[config.mk]
export PLATFORM = sky130hd
export DESIGN_NAME = twi_slave_logic_flat
export DESIGN_NICKNAME = d
export VERILOG_FILES = /design/src/rtl/twi_slave_logic_pkg.sv /design/src/rtl/twi_slave_logic_if.sv /design/src/rtl/twi_slave_logic_filter.sv /design/src/rtl/twi_slave_logic.sv /design/src/flat_wrapper.sv
export SDC_FILE = /design/constraint.sdc
export NUM_CORES = 1
export LEC_CHECK = 0
export CAP_MARGIN = 20
export CORE_MARGIN = 8
export CORE_UTILIZATION = 45
export DETAILED_ROUTE_END_ITERATION = 8
export GPL_TIMING_DRIVEN = 0
export PLACE_DENSITY = 0.66
export SETUP_SLACK_MARGIN = 0.02
export SLEW_MARGIN = 10
export SYNTH_ARGS = -nofsm -noshare
export SYNTH_HDL_FRONTEND = slang
export SYNTH_SLANG_ARGS = --single-unit
[constraint.sdc]
create_clock -name plb_clk -period 4.39 [get_ports plb_clk]
set_input_delay 0.878 -clock plb_clk [delete_from_list [all_inputs] [get_ports plb_clk]]
set_output_delay 0.878 -clock plb_clk [all_outputs]
set_load 0.01 [all_outputs]
[src/rtl/twi_slave_logic_pkg.sv]
// Shared TWI responder definitions: FSM state encoding, SDA drive levels and
// address-byte layout.
package twi_slave_logic_pkg;

    typedef enum logic [2:0] {
        ST_IDLE,
        ST_ADDR,
        ST_ADDR_ACK,
        ST_WR_DATA,
        ST_WR_ACK,
        ST_RD_DATA,
        ST_RD_ACK
    } state_t;

    localparam logic       SDA_ACK     = 1'b0;
    localparam logic       SDA_RELEASE = 1'b1;
    localparam int         RW_BIT      = 0;
    localparam logic [2:0] BIT_MSB     = 3'd7;

endpackage

[src/rtl/twi_slave_logic_if.sv]
// Bus pins plus the local byte handshakes of the TWI responder.
interface twi_slave_logic_if;

    logic       scl;
    logic       sda;
    logic       sda_drive;
    logic       enable;
    logic [7:0] rx_data;
    logic       rx_valid;
    logic       rx_first;
    logic [7:0] tx_data;
    logic       tx_req;
    logic       start;
    logic       stop;
    logic       busy;

    modport slave (
        input  scl, sda, enable, tx_data,
        output sda_drive, rx_data, rx_valid, rx_first, tx_req, start, stop, busy
    );

    modport master (
        output scl, sda, enable, tx_data,
        input  sda_drive, rx_data, rx_valid, rx_first, tx_req, start, stop, busy
    );

endinterface

[src/rtl/twi_slave_logic_filter.sv]
// Pad conditioning for one TWI line: 2-FF synchroniser, run-length glitch
// filter and edge detection on the filtered level.
module twi_slave_logic_filter #(
    parameter int FILTER_LEN = 3
) (
    input  logic clk,
    input  logic rst,
    input  logic raw,
    output logic level,
    output logic rise,
    output logic fall
);

    localparam logic [3:0] CNT_LOAD = 4'(FILTER_LEN - 1);

    logic       sync_a;
    logic       sync_b;
    logic       level_d;
    logic [3:0] cnt;

    // cnt counts down the remaining disagreeing samples before the level flips
    always_ff @(posedge clk) begin
        if (rst) begin
            sync_a  <= 1'b1;
            sync_b  <= 1'b1;
            level   <= 1'b1;
            level_d <= 1'b1;
            cnt     <= CNT_LOAD;
        end else begin
            sync_a  <= raw;
            sync_b  <= sync_a;
            level_d <= level;
            if (sync_b == level) begin
                cnt <= CNT_LOAD;
            end else if (cnt == 4'd0) begin
                level <= sync_b;
                cnt   <= CNT_LOAD;
            end else begin
                cnt <= cnt - 4'd1;
            end
        end
    end

    assign rise = level & ~level_d;
    assign fall = ~level & level_d;

endmodule

[src/rtl/twi_slave_logic.sv]
// TWI responder: answers one 7-bit address, streams written bytes out and
// fetches read bytes on request. Never stretches SCL.
//
// state       | meaning
// ST_IDLE     | not addressed, waiting for START
// ST_ADDR     | shifting in address + R/W
// ST_ADDR_ACK | driving ACK for our address
// ST_WR_DATA  | shifting in a written byte
// ST_WR_ACK   | driving ACK for a written byte
// ST_RD_DATA  | driving a read byte MSB first
// ST_RD_ACK   | released, sampling master ACK/NACK
module twi_slave_logic
    import twi_slave_logic_pkg::*;
#(
    parameter logic [6:0] SLAVE_ADDR = 7'h50,
    parameter int         FILTER_LEN = 3
) (
    input logic              plb_clk,
    input logic              plb_reset,
    twi_slave_logic_if.slave bus
);

    logic scl_level, scl_rise, scl_fall;
    logic sda_level, sda_rise, sda_fall;

    twi_slave_logic_filter #(.FILTER_LEN(FILTER_LEN)) u_scl_filter (
        .clk(plb_clk), .rst(plb_reset), .raw(bus.scl),
        .level(scl_level), .rise(scl_rise), .fall(scl_fall)
    );

    twi_slave_logic_filter #(.FILTER_LEN(FILTER_LEN)) u_sda_filter (
        .clk(plb_clk), .rst(plb_reset), .raw(bus.sda),
        .level(sda_level), .rise(sda_rise), .fall(sda_fall)
    );

    state_t     state, state_nxt;
    logic [2:0] bit_cnt, bit_cnt_nxt;
    logic [7:0] shift, shift_nxt;
    logic [7:0] rx_data, rx_data_nxt;
    logic       byte_done, byte_done_nxt;
    logic       rw, rw_nxt;
    logic       first, first_nxt;
    logic       mack, mack_nxt;
    logic       sda_drive, sda_nxt;
    logic       rx_valid, rx_valid_nxt;
    logic       rx_first, rx_first_nxt;
    logic       tx_req, tx_req_nxt;
    logic       start, start_nxt;
    logic       stop, stop_nxt;

    // SCL high in this and the previous cycle: a filtered level without a rise
    logic scl_hi, start_cond, stop_cond;
    assign scl_hi     = scl_level & ~scl_rise;
    assign start_cond = scl_hi & sda_fall;
    assign stop_cond  = scl_hi & sda_rise;

    always_ff @(posedge plb_clk) begin
        if (plb_reset) begin
            state     <= ST_IDLE;
            bit_cnt   <= BIT_MSB;
            shift     <= 8'h00;
            rx_data   <= 8'h00;
            byte_done <= 1'b0;
            rw        <= 1'b0;
            first     <= 1'b0;
            mack      <= 1'b0;
            sda_drive <= SDA_RELEASE;
            rx_valid  <= 1'b0;
            rx_first  <= 1'b0;
            tx_req    <= 1'b0;
            start     <= 1'b0;
            stop      <= 1'b0;
        end else begin
            state     <= state_nxt;
            bit_cnt   <= bit_cnt_nxt;
            shift     <= shift_nxt;
            rx_data   <= rx_data_nxt;
            byte_done <= byte_done_nxt;
            rw        <= rw_nxt;
            first     <= first_nxt;
            mack      <= mack_nxt;
            sda_drive <= sda_nxt;
            rx_valid  <= rx_valid_nxt;
            rx_first  <= rx_first_nxt;
            tx_req    <= tx_req_nxt;
            start     <= start_nxt;
            stop      <= stop_nxt;
        end
    end

    always_comb begin
        state_nxt     = state;
        bit_cnt_nxt   = bit_cnt;
        shift_nxt     = shift;
        rx_data_nxt   = rx_data;
        byte_done_nxt = byte_done;
        rw_nxt        = rw;
        first_nxt     = first;
        mack_nxt      = mack;
        sda_nxt       = sda_drive;
        rx_valid_nxt  = 1'b0;
        rx_first_nxt  = 1'b0;
        tx_req_nxt    = 1'b0;
        start_nxt     = 1'b0;
        stop_nxt      = 1'b0;

        if (start_cond) begin
            state_nxt     = ST_ADDR;
            bit_cnt_nxt   = BIT_MSB;
            byte_done_nxt = 1'b0;
            sda_nxt       = SDA_RELEASE;
            start_nxt     = 1'b1;
        end else if (stop_cond) begin
            state_nxt = ST_IDLE;
            sda_nxt   = SDA_RELEASE;
            stop_nxt  = 1'b1;
        end else begin
            case (state)
                ST_ADDR, ST_WR_DATA: begin
                    if (scl_rise) begin
                        shift_nxt     = {shift[6:0], sda_level};
                        bit_cnt_nxt   = bit_cnt - 3'd1;
                        byte_done_nxt = (bit_cnt == 3'd0);
                    end else if (scl_fall && byte_done) begin
                        byte_done_nxt = 1'b0;
                        if (state == ST_WR_DATA) begin
                            rx_data_nxt  = shift;
                            rx_valid_nxt = 1'b1;
                            rx_first_nxt = first;
                            first_nxt    = 1'b0;
                            sda_nxt      = SDA_ACK;
                            state_nxt    = ST_WR_ACK;
                        end else if (bus.enable && shift[7:1] == SLAVE_ADDR) begin
                            rw_nxt    = shift[RW_BIT];
                            first_nxt = 1'b1;
                            sda_nxt   = SDA_ACK;
                            state_nxt = ST_ADDR_ACK;
                        end else begin
                            state_nxt = ST_IDLE;
                        end
                    end
                end
                ST_ADDR_ACK: begin
                    if (scl_rise && rw) begin
                        tx_req_nxt = 1'b1;
                    end else if (scl_fall) begin
                        bit_cnt_nxt = BIT_MSB;
                        if (rw) begin
                            shift_nxt = bus.tx_data;
                            sda_nxt   = bus.tx_data[7];
                            state_nxt = ST_RD_DATA;
                        end else begin
                            sda_nxt   = SDA_RELEASE;
                            state_nxt = ST_WR_DATA;
                        end
                    end
                end
                ST_WR_ACK: begin
                    if (scl_fall) begin
                        sda_nxt     = SDA_RELEASE;
                        bit_cnt_nxt = BIT_MSB;
                        state_nxt   = ST_WR_DATA;
                    end
                end
                ST_RD_DATA: begin
                    if (scl_rise) begin
                        bit_cnt_nxt   = bit_cnt - 3'd1;
                        byte_done_nxt = (bit_cnt == 3'd0);
                    end else if (scl_fall) begin
                        if (byte_done) begin
                            byte_done_nxt = 1'b0;
                            sda_nxt       = SDA_RELEASE;
                            state_nxt     = ST_RD_ACK;
                        end else begin
                            shift_nxt = {shift[6:0], 1'b0};
                            sda_nxt   = shift[6];
                        end
                    end
                end
                ST_RD_ACK: begin
                    if (scl_rise) begin
                        mack_nxt   = (sda_level == SDA_ACK);
                        tx_req_nxt = (sda_level == SDA_ACK);
                    end else if (scl_fall) begin
                        if (mack) begin
                            shift_nxt   = bus.tx_data;
                            sda_nxt     = bus.tx_data[7];
                            bit_cnt_nxt = BIT_MSB;
                            state_nxt   = ST_RD_DATA;
                        end else begin
                            sda_nxt   = SDA_RELEASE;
                            state_nxt = ST_IDLE;
                        end
                    end
                end
                default: ;
            endcase
        end
    end

    assign bus.sda_drive = sda_drive;
    assign bus.rx_data   = rx_data;
    assign bus.rx_valid  = rx_valid;
    assign bus.rx_first  = rx_first;
    assign bus.tx_req    = tx_req;
    assign bus.start     = start;
    assign bus.stop      = stop;
    assign bus.busy      = (state != ST_IDLE);

endmodule

[src/flat_wrapper.sv]
// flat-port wrapper written by rule: the top's interface ports become plain ports
module twi_slave_logic_flat import twi_slave_logic_pkg::*;
#(
    parameter logic [6:0] SLAVE_ADDR = 7'h50,
    parameter int         FILTER_LEN = 3
)
  (plb_clk, plb_reset, bus_scl, bus_sda, bus_enable, bus_tx_data, bus_sda_drive, bus_rx_data, bus_rx_valid, bus_rx_first, bus_tx_req, bus_start, bus_stop, bus_busy);
  twi_slave_logic_if bus_i ();
  input logic plb_clk;
  input logic plb_reset;
  input wire logic [$bits(bus_i.scl)-1:0] bus_scl;
  input wire logic [$bits(bus_i.sda)-1:0] bus_sda;
  input wire logic [$bits(bus_i.enable)-1:0] bus_enable;
  input wire logic [$bits(bus_i.tx_data)-1:0] bus_tx_data;
  output wire logic [$bits(bus_i.sda_drive)-1:0] bus_sda_drive;
  output wire logic [$bits(bus_i.rx_data)-1:0] bus_rx_data;
  output wire logic [$bits(bus_i.rx_valid)-1:0] bus_rx_valid;
  output wire logic [$bits(bus_i.rx_first)-1:0] bus_rx_first;
  output wire logic [$bits(bus_i.tx_req)-1:0] bus_tx_req;
  output wire logic [$bits(bus_i.start)-1:0] bus_start;
  output wire logic [$bits(bus_i.stop)-1:0] bus_stop;
  output wire logic [$bits(bus_i.busy)-1:0] bus_busy;
  assign bus_i.scl = bus_scl;
  assign bus_i.sda = bus_sda;
  assign bus_i.enable = bus_enable;
  assign bus_i.tx_data = bus_tx_data;
  assign bus_sda_drive = bus_i.sda_drive;
  assign bus_rx_data = bus_i.rx_data;
  assign bus_rx_valid = bus_i.rx_valid;
  assign bus_rx_first = bus_i.rx_first;
  assign bus_tx_req = bus_i.tx_req;
  assign bus_start = bus_i.start;
  assign bus_stop = bus_i.stop;
  assign bus_busy = bus_i.busy;
  twi_slave_logic #(.SLAVE_ADDR(SLAVE_ADDR), .FILTER_LEN(FILTER_LEN)) u_core (.plb_clk(plb_clk), .plb_reset(plb_reset), .bus(bus_i));
endmodule
==> flow_metrics.py <==
metrics = {
    "status": {
        "status": "complete, no violations",
    },
    "die": {
        "fp.dieW_microns": 88.9,
        "io_pins": 28,
        "core-area_sq_um": 5110,
        "die_y_microns": 88.9,
        "die_area_sq_um": 7900,
        "start_util_pct": 46.8,
        "rows": 26,
    },
    "cells_and_area": {
        "final_common_cell": "dfxtp_1",
        "num_antenna_cells": 0,
        "final_nets": 324,
        "layout_common_cells": "48 x dfxtp_1, 29 x nand2_1, 27 x nor2_1, 27 x clkdlybuf4s50_1, 18 x a21oi_1",
        "seq_area_sq_um": 961,
        "multi_input_area_sq_um": 1310,
        "drive_above_1_share_pct": 10.4,
        "area_growth_syn_to_layout_pct": 20.7,
        "fillers": 507,
    },
    "clock_network": {
        "clkTransAtPathRegs_ps": 90,
        "post-cts-setup-buffer-count": 0,
        "htree_levels": 2,
        "cts_sinks": 48,
        "numCtsBuffers": 5,
        "cts_hold_buf": 0,
        "clockBufferDepth": 2,
        "cts_resized": 0,
        "clk_latency_ps": 300,
        "cts-root-buf": "clkbuf_8",
        "cts_tree": "yes",
    },
    "detailed_routing": {
        "viasPerCell": 5.31,
        "antenna_left": 0,
        "drc": 0,
        "topRoutingLayerUsed": "met4",
        "drtIter0Drc": 74,
        "drt-pass1-iter-count": 4,
        "met1_length_microns": 2560,
        "wire_per_inst_microns": 14.3,
        "met3WireLength_microns": 236,
        "via_count": 2007,
        "wirelength_microns": 5390,
        "wl_met2_microns": 2530,
    },
    "worst_setup_path": {
        "cp-startpoint": "u_core.state[1]",
        "worst-r2r-setup-slack_ps": 2490,
        "cp-end-kind": "output pin",
        "r2r-start": "u_core.state[0]",
        "cpPeakStageDelay_ps": 540,
        "path_class": "reg2out",
        "cp-start-kind": "flip-flop",
        "cp.arrival_ps": 1820,
        "cp_cell_sequence": "clkbuf_1 > nor2_1 > nand2_1 > clkdlybuf4s50_1",
        "worst_ep_required_time_ps": 3510,
        "worst_path_max_delay_cell": "clkdlybuf4s50_1",
        "critical_path.max_fanout": 10,
    },
    "yosys": {
        "ys_seq_area_share_pct": 40.2,
        "synth_cells": 273,
        "ys.flop_type": "dfxtp_1",
        "synth.area.top_cells": "dfxtp_1 40%, mux2_4 5.0%, nand2_1 4.6%, nor2_1 4.2%, a21oi_1 3.8%",
        "ys_types": 56,
        "yosys.area.top_type": "dfxtp_1",
        "async_reset_ff_share_pct": 0,
        "synth-seq-cells": 48,
        "synth_edf_count": 0,
        "avgSynthCellArea_sq_um": 8.75,
        "ys_warn_count": 0,
        "netlist_area_sq_um": 2390,
        "postSynthNetCount": 290,
        "netlist.area_leader.share_pct": 40.2,
    },
    "sta": {
        "finalSetupViolCount": 0,
        "finalSetupTns_ps": 0,
        "fin_ws_ps": 1690,
        "finClkSkew_ps": 5.87,
        "drv_slew": 0,
        "rsz0062_at_grt": "false",
        "worst_pin_slew_ps": 576,
        "fmax_mhz": 371,
        "period_share_pct": 61.4,
        "final_hold_viol_count": 0,
        "period_needed_ps": 2700,
        "maxSlewHeadroom_pct": 61.6,
    },
    "placed_design": {
        "hpwl_microns": 3990,
        "pre_cts_ws_ps": 1910,
        "gp_congestion": 0.950,
        "numPortBuffers": 27,
    },
    "power": {
        "ir_drop_mv": 0.146,
        "p_total_mw": 0.883,
        "powerDensity_nw_per_um2": 306,
        "power.leakage_nw": 1.18,
    },
    "worst_hold_path": {
        "hold_start": "u_core.u_sda_filter.sync_a",
        "worst_hold_path_type": "reg2reg",
    },
    "run": {
        "drv_cap": 0,
    },
    "global_routing": {
        "grt_pass1_vias": 1911,
        "grtUsageTotal_pct": 14.4,
        "grt_pass1_wl_microns": 8970,
        "grt_overflow_total": 0,
        "grt_max_degree": 17,
        "antenna_found_initial": 0,
    },
}
## cells in the mapped netlist, drive strengths merged (2+ instances only)
library cell and instances:
and2 6, nand3 4, nor3b 3, a31oi 2
ha 4, buf 6, nor4b 2, nand2 29
a211oi 3, or2 7, nand2b 4, a21oi 18
o21ai 6, nor2b 14, and3 2, nor4 3
nor2 27, a21boi 2, nor3 3, dfxtp 48
and4b 2, clkbuf 10, o211ai 4, nand3b 2
inv 12, mux2 8, mux2i 9, xnor2 6
a311oi 2, or3 2, a22oi 4
## path summary, 6_finish.rpt
path | endpoint | cells after the start
worst max register to register | u_core.shift[7] | 6
worst max-delay path | bus_busy | 4
worst min-delay path | u_core.u_sda_filter.sync_b | 1
worst min register to register | u_core.u_sda_filter.sync_b | 1
## layout make-up
type                    instances  area share (%)
plain buffers                  16            2.65
clock buffers                   5            2.39
clock inverters                 3            2.39
inverters                      12            1.56
multi-input cells             197            45.3
flip-flops and latches         48            33.3
well taps                      70            3.04
repair buffers                 27            9.37
## per-layer routing
layer / vias to the layer above / track usage [%]
met5: - / 0
li1: 1018 / -
met1: 945 / 18.5
met2: 37 / 23.2
met4: 0 / 4.15
met3: 7 / 3.06
## power by group
part	switching [mW]	internal (mW)
Sequential	0.00486	0.441
Combinational	0.0293	0.0254
Clock	0.153	0.229
Total	0.187	0.696
## flip-flops by register name, indices dropped and copies added (netlist names), 3 cells and up
name                     count
u_core.bus.rx_data           8
u_core.u_sda_filter.cnt      4
u_core.shift                 8
u_core.bit_cnt               3
u_core.u_scl_filter.cnt      4
u_core.state                 3
## critical path: cells and delay by family, from the launching register on
| family | cells | cell delay, ps |
|---|---|---|
| buffers and inverters | 2 | 870 |
| and+or+nand+nor | 2 | 220 |
| DFF | 1 | 430 |
## cell families (layout without fill, tap and decap cells)
group,count (synthesis),count (layout),share of synthesized area [%]
compound gates,53,53,15.4
xor+xnor,7,7,2.57
fa+ha+maj,4,4,2.10
buf+inv,28,63,5.08
flops,48,48,40.2
mux,17,17,8.80
simple gates,116,116,25.8
## metrics by stage
| step | instance area [sq um] | std cells | hold slack (ps) | util (%) |
|---|---|---|---|---|
| 6_report | 2880 | 378 | 419 | 56.5 |
| 5_1_grt | 2880 | 378 | 442 | 56.5 |
| 4_1_cts | 2880 | 378 | 424 | 56.5 |
| 3_5_place_dp | 2750 | 370 | 397 | 53.8 |
| 3_3_place_gp | 2750 | 370 | 392 | 53.8 |
| 2_1_floorplan | 2390 | 273 | 389 | - |
Note: power is estimated with default switching activity, not from simulation.
